--- src/rtl/loader_pkg.sv ---
// Shared types and constants for the frame-memory write path.
// The FSM states and word geometry live here so the loader and packer agree on them.
package loader_pkg;

    localparam int LOADER_ADDR_W     = 18;
    localparam int LOADER_WORD_BYTES = 4;

    typedef enum logic [1:0] {
        IDLE,
        FILL,
        WRITE
    } loader_state_t;

endpackage

--- src/rtl/byte_packer.sv ---
// Four-lane byte register that assembles a little-endian 32-bit word.
// Lane 0 lands in word[7:0], lane 3 in word[31:24]; clear wins over load.
module byte_packer
    import loader_pkg::*;
(
    input  logic        clk,
    input  logic        reset,
    input  logic        load,
    input  logic [1:0]  lane,
    input  logic [7:0]  lane_byte,
    input  logic        clear,
    output logic [31:0] word
);

    logic [LOADER_WORD_BYTES-1:0][7:0] lanes;

    // NOTE: sequential state uses non-blocking assignments so every flop samples pre-edge values.
    always_ff @(posedge clk or negedge reset) begin
        if (!reset) begin
            lanes <= '0;
        end else if (clear) begin
            lanes <= '0;
        end else if (load) begin
            lanes[lane] <= lane_byte;
        end
    end

    assign word = lanes;

endmodule

--- src/rtl/image_word_loader.sv ---
// Packs a host byte stream into 32-bit words and writes NUM_WORDS of them
// into frame memory starting at BASE_ADDR; sole writer of that memory.
module image_word_loader
    import loader_pkg::*;
#(
    parameter int ADDR_W    = LOADER_ADDR_W,
    parameter int BASE_ADDR = 0,
    parameter int NUM_WORDS = 16384
) (
    input  logic              clk,
    input  logic              reset,
    input  logic              start,
    input  logic              abort,
    input  logic              in_valid,
    input  logic [7:0]        in_data,
    output logic              in_ready,
    output logic              wren,
    output logic [31:0]       data,
    output logic [ADDR_W-1:0] wraddress,
    output logic              busy,
    output logic              done
);

    localparam int                CNT_W = $clog2(NUM_WORDS + 1);
    localparam logic [ADDR_W-1:0] BASE  = ADDR_W'(BASE_ADDR);
    localparam logic [CNT_W-1:0]  LAST  = CNT_W'(NUM_WORDS - 1);

    loader_state_t    state, state_next;
    logic [1:0]       byte_idx;
    logic [CNT_W-1:0] word_cnt;
    logic             accept;
    logic             start_ok;
    logic             abort_busy;
    logic             last_write;

    // in_ready is a flop that is high only in FILL, so a handshake implies FILL.
    assign accept     = in_valid && in_ready;
    assign start_ok   = (state == IDLE) && start && !abort;
    assign abort_busy = (state != IDLE) && abort;
    assign last_write = (state == WRITE) && (word_cnt == LAST);

    // NOTE: state_next gets a default before the case so no path leaves it unassigned (no latch).
    always_comb begin
        state_next = state;
        case (state)
            IDLE:    if (start_ok) state_next = FILL;
            FILL: begin
                if (abort)                            state_next = IDLE;
                else if (accept && byte_idx == 2'd3)  state_next = WRITE;
            end
            WRITE: begin
                if (abort || last_write) state_next = IDLE;
                else                     state_next = FILL;
            end
            default: state_next = IDLE;
        endcase
    end

    // Control outputs are decoded from the next state so they leave flops directly.
    always_ff @(posedge clk or negedge reset) begin
        if (!reset) begin
            state    <= IDLE;
            in_ready <= 1'b0;
            wren     <= 1'b0;
            busy     <= 1'b0;
        end else begin
            state    <= state_next;
            in_ready <= (state_next == FILL);
            wren     <= (state_next == WRITE);
            busy     <= (state_next != IDLE);
        end
    end

    always_ff @(posedge clk or negedge reset) begin
        if (!reset) begin
            byte_idx  <= '0;
            word_cnt  <= '0;
            wraddress <= BASE;
            done      <= 1'b0;
        end else if (start_ok) begin
            byte_idx  <= '0;
            word_cnt  <= '0;
            wraddress <= BASE;
            done      <= 1'b0;
        end else begin
            if (accept) begin
                byte_idx <= byte_idx + 1'b1;
            end
            // wraddress tracks BASE + word_cnt incrementally; it is only meaningful while wren is high.
            if (state == WRITE) begin
                word_cnt  <= word_cnt + 1'b1;
                wraddress <= wraddress + 1'b1;
                if (last_write && !abort) begin
                    done <= 1'b1;
                end
            end
        end
    end

    // Clearing on start/abort drops any partial word; an abort in WRITE clears only after the write cycle.
    byte_packer u_packer (
        .clk       (clk),
        .reset     (reset),
        .load      (accept),
        .lane      (byte_idx),
        .lane_byte (in_data),
        .clear     (start_ok || abort_busy),
        .word      (data)
    );

endmodule

--- config.mk ---
export PLATFORM = sky130hd
export DESIGN_NAME = image_word_loader
export DESIGN_NICKNAME = d
export VERILOG_FILES = /design/src/rtl/loader_pkg.sv /design/src/rtl/byte_packer.sv /design/src/rtl/image_word_loader.sv
export SDC_FILE = /design/constraint.sdc
export NUM_CORES = 1
export LEC_CHECK = 0
export ABC_AREA = 0
export CORE_MARGIN = 2
export CORE_UTILIZATION = 62
export DETAILED_ROUTE_END_ITERATION = 7
export DONT_BUFFER_PORTS = 1
export HOLD_SLACK_MARGIN = 0.02
export PLACE_DENSITY = 0.75
export SYNTH_ARGS = -nofsm -noshare
export SYNTH_HDL_FRONTEND = slang
export SYNTH_SLANG_ARGS = --single-unit
--- constraint.sdc ---
create_clock -name clk -period 2 [get_ports clk]
set_input_delay 0.2 -clock clk [delete_from_list [all_inputs] [get_ports clk]]
set_output_delay 0.2 -clock clk [all_outputs]
set_load 0.01 [all_outputs]
==> reports/qor_table.md <==
| Quantity | This run | Unit |
|---|---|---|
| DRC violations left | 0 | - |
| Multi-input gate area | 0.00145 | mm² |
| Path category of the worst min-delay check | in2reg | - |
| Number of cells traversed by the worst hold path | 2 | - |
| TNS Setup | 0 | ns |
| Floorplan die width | 77.6 | µm |
| Gr ovfl total | 0 | - |
| Final count of hold timing violations | 0 | - |
| Number of nets in the layout | 365 | - |
| Fraction of layout cells with a size suffix above 1 | 0.0836 | - |
| Antenna violations before repair | 0 | - |
| Category of the most critical setup path | reg2reg | - |
| Count of H-tree levels built during CTS | 3 | - |
| Power per standard cell area | 750 | mW/mm² |
| Largest net degree at the start of global routing | 74 | - |
| Die extent in y | 77.6 | µm |
| Least-Margin Pin Slew | 0.578 | ns |
| Area of all placed cells without fillers | 0.00376 | mm² |
| Commonest non-fill, non-tap cell in the layout | sky130_fd_sc_hd__dfrtp_1 | - |
| Proportion of register bits with asynchronous set or reset after synthesis | 1.00 | - |
| Internal power | 2090 | µW |
| Initial standard-cell utilization of the core | 0.650 | - |
| Maximum vdd drop | 436 | µV |
| Maximum frequency from static timing analysis | 529 | MHz |
| Worst setup timing slack at the placement stage | 0.173 | ns |
| Clock tree buffer depth | 2 | - |
| Number of optimization iterations in the first detailed-route pass | 4 | - |
| Sw power | 731 | µW |
| Count of flip-flops with a built-in enable after synthesis | 0 | - |
| Setup violators final | 0 | - |
| Final worst clock skew | 0.00805 | ns |
| Site row count | 26 | - |
| Ant diodes | 0 | - |
| Full die area | 0.00603 | mm² |
| Top_reg_cell synth | sky130_fd_sc_hd__dfrtp_1 | - |
| Overall power of the completed layout | 2820 | µW |
| Sink Count | 73 | - |
| Fin crit period | 1.89 | ns |
| Startpoint Class | flop | - |
| Clock network power share | 0.316 | - |
| Data required, critical path | 2.23 | ns |
| Data arrival time of the critical path | 2.12 | ns |
| Starting DRC count in detailed routing | 82 | - |
| Final Max Tran Viols | 0 | - |
| Most used cells in the layout excluding fill and tap cells | 73 x sky130_fd_sc_hd__dfrtp_1, 51 x sky130_fd_sc_hd__nor2_1, 38 x sky130_fd_sc_hd__nand2_1 | - |
| Cell area reported after detailed placement | 0.00348 | mm² |
| Number of vias after detailed routing | 2453 | - |
| Number of nets with antenna violations after detailed routing | 0 | - |
| Number of input and output port buffers inserted | 0 | - |
| Clock-pin slew on the worst setup and hold paths | 0.07 | ns |
| Sequential group share of total power | 0.582 | - |
| Root Buffer | sky130_fd_sc_hd__clkbuf_8 | - |
| Sequential Area | 0.00183 | mm² |
| Number of library cell types mapped by synthesis | 36 | - |
| Static power due to leakage | 0.00184 | µW |
| DP Wirelength | 4.47 | mm |
| Unrepaired setup endpoints after global routing | no | - |
| CTS tree | built | - |
| Gate power share | 0.102 | - |
| Cell accounting for the most synthesized area | sky130_fd_sc_hd__dfrtp_1 | - |
| Top-level port count | 67 | - |
| Critical path capture point type | flop | - |
| Switching Fraction | 0.259 | - |
| Final worst-path cycle share | 0.944 | - |
| Core Area | 0.00517 | mm² |
| Fill cells | 384 | - |
| Cell count after synthesis | 327 | - |
| Number of warnings issued by yosys | 0 | - |
| Sequential element share of the synthesized area | 0.543 | - |
| Status | finished, final reports clean | - |
| Clock latency reported for the late side of the worst-skew pair | 0.34 | ns |
| Worst setup margin | 0.111 | ns |
| Inserted Clock Buffers | 9 | - |
| Vias in the first global route | 2389 | - |
| Max-cap viol count | 0 | - |
| Share of the synthesized area in the top cell type | 0.543 | - |
| Average cell area after synthesis | 10.3 | µm² |
| Combined area of all synthesized cells | 0.00336 | mm² |
| Yosys reg bits | 73 | - |
| Top area cells in the synthesized netlist | sky130_fd_sc_hd__dfrtp_1 54%, sky130_fd_sc_hd__mux2i_1 7.4%, sky130_fd_sc_hd__nor2_1 5.7%, sky130_fd_sc_hd__xnor2_1 4.4%, sky130_fd_sc_hd__nand2_1 4.2% | - |
| GR Util All Layers | 0.248 | - |
| Routability congestion estimate from global placement | 0.793 | - |
| Wire length of the first global-routing pass | 11.7 | mm |
| Synth-to-Final Area Change | 11.8 | % |
| Headroom to the max-slew limit | 0.614 | - |
| Vias per cell | 5.88 | - |
| Post-detailed-route wirelength per cell | 16.7 | µm |
| Syn nets | 346 | - |
| Critical path fanouts, max | 10 | - |
| Register-to-Register Path Depth | 4 | - |
| Final wirelength | 6.98 | mm |
==> worst max-delay path, stage by stage, from the launching register on <==
cell                       delay, ns
sky130_fd_sc_hd__dfrtp_1        0.59
sky130_fd_sc_hd__nand3b_1       0.29
sky130_fd_sc_hd__nor4_2         0.53
sky130_fd_sc_hd__a31oi_1        0.15
sky130_fd_sc_hd__a41o_1         0.22
==> Yosys cell counts (2+ instances only) <==
master and instances:
sky130_fd_sc_hd__dfrtp_1 73, sky130_fd_sc_hd__nor2_1 51, sky130_fd_sc_hd__nand2_1 38, sky130_fd_sc_hd__mux2i_1 25, sky130_fd_sc_hd__xnor2_1 17, sky130_fd_sc_hd__a21oi_1 16
sky130_fd_sc_hd__nand3_1 13, sky130_fd_sc_hd__clkbuf_1 9, sky130_fd_sc_hd__nand4_1 8, sky130_fd_sc_hd__nor3_1 8, sky130_fd_sc_hd__nor4_1 7, sky130_fd_sc_hd__ha_1 6
sky130_fd_sc_hd__inv_1 6, sky130_fd_sc_hd__o21ai_0 6, sky130_fd_sc_hd__or3_1 6, sky130_fd_sc_hd__buf_2 5, sky130_fd_sc_hd__a31oi_1 4, sky130_fd_sc_hd__a41o_1 4
sky130_fd_sc_hd__xor2_1 4, sky130_fd_sc_hd__a211oi_1 3, sky130_fd_sc_hd__and3_1 2, sky130_fd_sc_hd__buf_6 2
==> state kept, by name, indices dropped and copies added (netlist names) <==
| register | flops |
|---|---|
| u_packer.word | 32 |
| state | 2 |
| done | 1 |
| in_ready | 1 |
| byte_idx | 2 |
| wraddress | 18 |
| busy | 1 |
| wren | 1 |
| word_cnt | 15 |
==> through the flow <==
stage,std cells,hold WS (ns),utilization
5_1_grt,417,0.0275,0.727
3_3_place_gp,393,-0.0943,0.673
3_5_place_dp,393,-0.0941,0.673
4_1_cts,417,0.0205,0.726
6_report,417,0.0259,0.727
2_1_floorplan,327,-0.0956,-
==> cell families (layout without fill, tap and decap cells) <==
logic type	count (synthesis)	count (layout)	share of synthesized area
AO/OA/AOI/OAI	37	37	0.0681
XOR/XNOR	21	21	0.0547
adder cells (fa/ha/maj)	6	6	0.0223
buffers and inverters	22	42	0.0309
flip-flops	73	73	0.543
multiplexers	25	25	0.0744
AND/OR/NAND/NOR	143	143	0.206
==> power by group through the flow <==
stage | clock network, µW | registers (µW) | logic (µW)
2_1_floorplan | 0 | 1650 | 191
6_report | 892 | 1640 | 287
4_1_cts | 924 | 1640 | 291
3_5_place_dp | 0 | 1670 | 229
3_3_place_gp | 0 | 1670 | 218
5_1_grt | 984 | 1650 | 329
==> worst paths after layout <==
kind | end | slack (ns) | from
hold / removal | u_packer.word[5]$_DFFE_PN0P_ | 0.03 | in_data[5]
hold reg to reg | wraddress[17]$_DFFE_PN0P_ | 0.55 | wraddress[17]$_DFFE_PN0P_
min in group asynchronous | in_ready$_DFF_PN0_ | 0.45 | reset
setup reg to reg | wraddress[15]$_DFFE_PN0P_ | 0.11 | state[1]$_DFF_PN0_
setup / recovery | wraddress[15]$_DFFE_PN0P_ | 0.11 | state[1]$_DFF_PN0_
max in group asynchronous | state[0]$_DFF_PN0_ | 1.28 | reset
==> layer usage <==
metal	wire [µm]	track usage	vias to the layer above	part of all wire
met4	156	0.118	0	0.022
met5	0	0	-	0
met2	3230	0.378	71	0.46
met3	470	0.0744	15	0.067
li1	-	-	1166	-
met1	3120	0.326	1201	0.45
==> area by class of cell <==
cell class	count	share of cell area
Tap cell	70	0.0233
Clock buffer	10	0.0339
Sequential cell	73	0.486
Timing Repair Buffer	24	0.0639
Multi-Input combinational cell	232	0.384
Inverter	6	0.00599
Clock inverter	2	0.00266
==> what timing repair did <==
item / CTS / global route
endpoints found under the hold margin: 104 / 0
hold buffers: 12 / 0
gates resized for setup: 0 / 1
endpoints found under the setup margin: 0 / 4
buffers inserted: 0 / 0
(Power assumes the default switching activity.)
